File: config.mk
export PLATFORM = sky130hd
export DESIGN_NAME = ex_unit
export DESIGN_NICKNAME = d
export VERILOG_FILES = /design/src/rtl/ex_unit.sv
export SDC_FILE = /design/constraint.sdc
export NUM_CORES = 1
export LEC_CHECK = 0
export CORE_MARGIN = 2
export CORE_UTILIZATION = 31
export DETAILED_ROUTE_END_ITERATION = 16
export SLEW_MARGIN = 30
export SYNTH_ARGS = -nofsm -noshare
export SYNTH_HDL_FRONTEND = slang
export SYNTH_SLANG_ARGS = --single-unit
File: constraint.sdc
create_clock -name clk -period 3.3 [get_ports clk]
set_clock_uncertainty 0.15 [all_clocks]
set_input_delay 0.495 -clock clk [delete_from_list [all_inputs] [get_ports clk]]
set_output_delay 0.495 -clock clk [all_outputs]
set_load 0.03 [all_outputs]
File: src/rtl/ex_unit.sv
// Execute stage: single-cycle ALU with EX forwarding outputs, plus a
// 32-step restoring divider that stalls the pipeline and updates HI/LO.
module ex_unit (
  input  logic        clk,
  input  logic        rst,
  input  logic [7:0]  aluop_i,
  input  logic [31:0] reg1_i,
  input  logic [31:0] reg2_i,
  input  logic [4:0]  wd_i,
  input  logic        wreg_i,
  input  logic        flush_i,
  output logic [31:0] wdata_o,
  output logic [4:0]  wd_o,
  output logic        wreg_o,
  output logic        stall_o
);

  localparam logic [7:0] OP_MFHI = 8'h10;
  localparam logic [7:0] OP_MFLO = 8'h12;
  localparam logic [7:0] OP_DIV  = 8'h1A;
  localparam logic [7:0] OP_DIVU = 8'h1B;
  localparam logic [7:0] OP_ADDU = 8'h21;
  localparam logic [7:0] OP_SUBU = 8'h23;
  localparam logic [7:0] OP_AND  = 8'h24;
  localparam logic [7:0] OP_OR   = 8'h25;
  localparam logic [7:0] OP_XOR  = 8'h26;
  localparam logic [7:0] OP_NOR  = 8'h27;
  localparam logic [7:0] OP_SLT  = 8'h2A;
  localparam logic [7:0] OP_SLTU = 8'h2B;

  typedef enum logic [1:0] {
    S_IDLE,
    S_BUSY,
    S_DONE
  } div_state_e;

  div_state_e  state;
  logic [4:0]  cnt;
  logic [31:0] hi;
  logic [31:0] lo;
  logic [31:0] dq;
  logic [31:0] rem;
  logic [31:0] dvs;
  logic        neg_q;
  logic        neg_r;

  logic        is_div;
  logic        is_sdiv;
  logic        dvs_zero;
  logic [31:0] dvd_mag;
  logic [31:0] dvs_mag;
  logic [32:0] trial;
  logic [32:0] diff;
  logic        step_ge;
  logic [31:0] step_rem;
  logic [31:0] alu_res;
  logic        alu_wr;

  assign is_div   = (aluop_i == OP_DIV) || (aluop_i == OP_DIVU);
  assign is_sdiv  = (aluop_i == OP_DIV);
  assign dvs_zero = (reg2_i == '0);
  assign dvd_mag  = (is_sdiv && reg1_i[31]) ? -reg1_i : reg1_i;
  assign dvs_mag  = (is_sdiv && reg2_i[31]) ? -reg2_i : reg2_i;

  // dq starts as the dividend and shifts quotient bits in from the right,
  // so after 32 steps it holds the unsigned quotient.
  assign trial    = {rem, dq[31]};
  assign diff     = trial - {1'b0, dvs};
  assign step_ge  = ~diff[32];
  assign step_rem = step_ge ? diff[31:0] : trial[31:0];

  always_ff @(posedge clk or negedge rst) begin
    if (!rst) begin
      state <= S_IDLE;
      cnt   <= '0;
      hi    <= '0;
      lo    <= '0;
      dq    <= '0;
      rem   <= '0;
      dvs   <= '0;
      neg_q <= 1'b0;
      neg_r <= 1'b0;
    end else if (flush_i) begin
      state <= S_IDLE;
      cnt   <= '0;
    end else begin
      case (state)
        S_IDLE: begin
          if (is_div) begin
            cnt   <= '0;
            // Divide-by-zero results are raw, so sign fix-up is suppressed.
            neg_q <= is_sdiv && !dvs_zero && (reg1_i[31] ^ reg2_i[31]);
            neg_r <= is_sdiv && !dvs_zero && reg1_i[31];
            if (dvs_zero) begin
              dq    <= '1;
              rem   <= reg1_i;
              state <= S_DONE;
            end else begin
              dq    <= dvd_mag;
              rem   <= '0;
              dvs   <= dvs_mag;
              state <= S_BUSY;
            end
          end
        end
        S_BUSY: begin
          dq  <= {dq[30:0], step_ge};
          rem <= step_rem;
          if (cnt == 5'd31) begin
            cnt   <= '0;
            state <= S_DONE;
          end else begin
            cnt <= cnt + 5'd1;
          end
        end
        S_DONE: begin
          lo    <= neg_q ? -dq : dq;
          hi    <= neg_r ? -rem : rem;
          state <= S_IDLE;
        end
        default: state <= S_IDLE;
      endcase
    end
  end

  always_comb begin
    alu_res = '0;
    alu_wr  = 1'b0;
    case (aluop_i)
      OP_AND:  begin alu_res = reg1_i & reg2_i;    alu_wr = 1'b1; end
      OP_OR:   begin alu_res = reg1_i | reg2_i;    alu_wr = 1'b1; end
      OP_XOR:  begin alu_res = reg1_i ^ reg2_i;    alu_wr = 1'b1; end
      OP_NOR:  begin alu_res = ~(reg1_i | reg2_i); alu_wr = 1'b1; end
      OP_ADDU: begin alu_res = reg1_i + reg2_i;    alu_wr = 1'b1; end
      OP_SUBU: begin alu_res = reg1_i - reg2_i;    alu_wr = 1'b1; end
      OP_SLT:  begin
        alu_res = {31'b0, ($signed(reg1_i) < $signed(reg2_i))};
        alu_wr  = 1'b1;
      end
      OP_SLTU: begin alu_res = {31'b0, (reg1_i < reg2_i)}; alu_wr = 1'b1; end
      OP_MFHI: begin alu_res = hi; alu_wr = 1'b1; end
      OP_MFLO: begin alu_res = lo; alu_wr = 1'b1; end
      default: begin alu_res = '0; alu_wr = 1'b0; end
    endcase
  end

  // Outputs are combinational; rst gating keeps them zero while in reset.
  assign wdata_o = rst ? alu_res : '0;
  assign wd_o    = rst ? wd_i : '0;
  assign wreg_o  = rst && !flush_i && wreg_i && alu_wr;
  assign stall_o = rst && !flush_i &&
                   (((state == S_IDLE) && is_div) || (state == S_BUSY));

endmodule
==> results.md <==
* Diodes inserted at 0
* Row count at 86
* Detailed Route WL at 77,510 µm
* Die height at 241.1 µm
* CP startpoint kind: primary input
* Crit-path max FO at 3
* Avg Cell Area, Syn at 7.540 µm²
* Worst vdd ir at 0.4139 mV
* Drt drc at 0
* CP Capture Type: primary output
* Design area at 26,730 µm²
* Boundary Pins at 120
* Max transition margin at 43.44%
* Synthesized cell area at 17,420 µm²
* Hold path depth at 2
* Maxcap violations at 0
* Synth area leader: dfrtp_1
* IO Port Bufs at 119
* CTS Root Cell: clkbuf_16
* Synthesis Warnings at 0
* Fin. Hold Viols at 0
* Fmax at 251.2 MHz
* Register area at 4230 µm²
* Wire per inst at 20.98 µm
* Pwr Density at 520.7 nW/µm²
* First-pass GRT wire length at 117,500 µm
* Crit Path Class: in -> out
* Layout cell share with drive strength beyond 1 at 36.17%
* EDFF count, synth at 0
* Gr ovfl total at 0
* Gr usage total at 26.45%
* Area Overhead vs Synth at 53.38%
* Clk slew on worst S/H paths at 60 ps
* Required @ worst endpoint at 2650 ps
* Status: complete, but fails checks
* Placed Area at 24,100 µm²
* Via Count at 20.28k
* Routed vias/inst at 5.490
* Initial Util at 31.50%
* RSZ-0062 raised after global routing: yes
* GP Congestion at 0.9790
* Post-synth ARST share at 100.0%
* Num CTS Buffers at 17
* Share of Yosys cell area claimed by the top area cell type at 24.27%
* Multi-input logic area at 13,900 µm²
* Die ar. at 58,120 µm²
* Critical path data arrival time at 3340 ps
* Core area at 55,310 µm²
* Max clock buf depth at 2
* Commonest cells in the netlist: a21oi_1, nand2_1, o21ai_0, nor2_1, dfrtp_1
* Vias in the first global route at 19.71k
* #FFs+latches synth at 169
* TritonRoute pass-1 iters at 8
* Initial antenna violation count at 0
* Max Slew Vio Count at 0
* Worst slew pin tran at 848.5 ps
* Leakage at 0.01166 µW
* Dominant synthesized flop cell: dfrtp_1
* PnR worst setup slack at -681.0 ps
* Failing checks: setup timing
* Clk Latency, worst-skew pair at 460 ps
* Syn Nets at 2,541
* Unique masters post-synth at 88
* Hold crit path type: reg -> reg
* Top cells by area, synth: dfrtp_1, ha_1, a21oi_1, o21ai_0, nand2_1
* Cells after Synth at 2,311
* CTS tree: built
* Total power at 13,920 µW
* Starting DRT DRC Count at 1,930
* Die width at 241.1 µm
* WHS at 332.6 ps
* Remaining antenna violation count after routing at 0
* DP HPWL at 61,540 µm
* Setup-failing EPs final at 58
* Most instantiated library cell after synthesis: a21oi_1
* Largest net degree at the start of global routing at 144
* Post-layout min period at 3981 ps
* Worst reg-to-reg path cell count at 13
* Nets@finish at 3,165
* Post-synthesis sequential area ratio at 24.27%
* # fillers at 5,315
* Crit share post-route at 120.6%
* # H-tree levels at 4
* Clock Sinks at 169
metrics by stage:
step                util (%)  worst slack (ps)  std cells  TNS, ps
floorplan                  -            -394.2       2311    -2594
global placement       43.58             -1349       3601   -69280
detailed placement     43.58             -1399       3601   -72860
CTS                    47.56            -738.5       3683   -21390
global route           48.32            -786.2       3695   -22170
finish                 48.32            -681.0       3695   -18290
timing repair:
| item | CTS | global route |
|---|---|---|
| buffers inserted | 52 | 21 |
| pin swaps | 124 | 93 |
| gates cloned | 5 | 0 |
| setup endpoints to repair | 80 | 66 |
| hold buffers | 1 | 0 |
| endpoints found under the hold margin | 20 | 0 |
| resized for setup | 455 | 96 |
logic make-up after synthesis:
| family | synth area share, % |
|---|---|
| AND/OR/NAND/NOR | 19.09 |
| adder cells (fa/ha/maj) | 10.83 |
| XOR/XNOR | 7.791 |
| multiplexers | 1.889 |
| AO/OA/AOI/OAI | 29.77 |
| buffers and inverters | 6.362 |
| flip-flops | 24.27 |
layout by cell type (no fill, tap or decap), types with 16 or more instances in the layout:
cell type / count
a21o_1: 25
a21oi_1: 181
a21oi_2: 49
a31oi_1: 23
buf_12: 41
buf_4: 559
buf_6: 60
clkbuf_16: 17
clkdlybuf4s15_2: 18
clkdlybuf4s50_1: 31
dfrtp_1: 168
dlygate4sd2_1: 17
ha_1: 121
ha_4: 21
inv_1: 110
inv_2: 29
nand2_1: 217
nand2_2: 17
nand2b_1: 21
nand3_1: 51
nand4_1: 20
nor2_1: 175
nor2b_1: 18
nor3_1: 31
o211ai_1: 18
o21ai_0: 177
o21ai_1: 41
o21ai_2: 18
o21bai_1: 16
o22ai_1: 25
o31ai_1: 34
o41ai_1: 19
xnor2_1: 95
xor2_1: 59
area by class of cell:
type                       instances  share of cell area (%)
timing repair buffer             747                   24.45
clock inverter                    10                  0.4494
inverter                         143                   2.055
tap                              748                   3.502
sequential                       169                   15.83
clock buffer                      21                   1.723
multi-input combinational       1857                   51.99
routing by layer:
layer,up-vias,part of all wire [%],global-route usage (%)
met2,720,45,41.68
met5,-,0,0
met1,9844,46,36.86
li1,9607,-,-
met4,0,3.0,8.661
met3,113,6.5,4.106
final timing paths:
| check | start | endpoint | slack (ps) |
|---|---|---|---|
| worst max-delay path | reg1_i[1] | wdata_o[11] | -680 |
| worst min-delay path | lo[9]$_DFFE_PN0P_ | lo[9]$_DFFE_PN0P_ | 330 |
| worst max register to register | dvs[0]$_DFFE_PN0P_ | rem[18]$_DFFE_PN0P_ | -210 |
| worst min register to register | lo[9]$_DFFE_PN0P_ | lo[9]$_DFFE_PN0P_ | 330 |
| max in group asynchronous | rst | lo[6]$_DFFE_PN0P_ | 1280 |
| min in group asynchronous | rst | cnt[4]$_DFFE_PN0P_ | 550 |
power by group:
group	internal (µW)	total, µW	switching [µW]	leakage [µW]
registers	2760	3480	717	0.00209
clock network	1150	2050	898	0.000268
logic	4140	8390	4250	0.00930
state kept, by name (all words and copies together), names as in the netlist:
| signal | cells |
|---|---|
| neg_r | 1 |
| neg_q | 1 |
| state | 2 |
| cnt | 5 |
| hi | 32 |
| dq | 32 |
| lo | 32 |
| dvs | 32 |
| rem | 32 |
critical path: stages:
cell and delay, ps:
buf_8 80, clkinvlp_4 90, buf_6 130, ha_4 240
o21ba_4 240, or4_4 550, a21oi_4 230, buf_4 140
nor2_2 40, o31a_1 310, a221o_1 390, o31ai_4 100
a21oi_4 110, buf_12 160
Power figures use the tool's default switching activity.
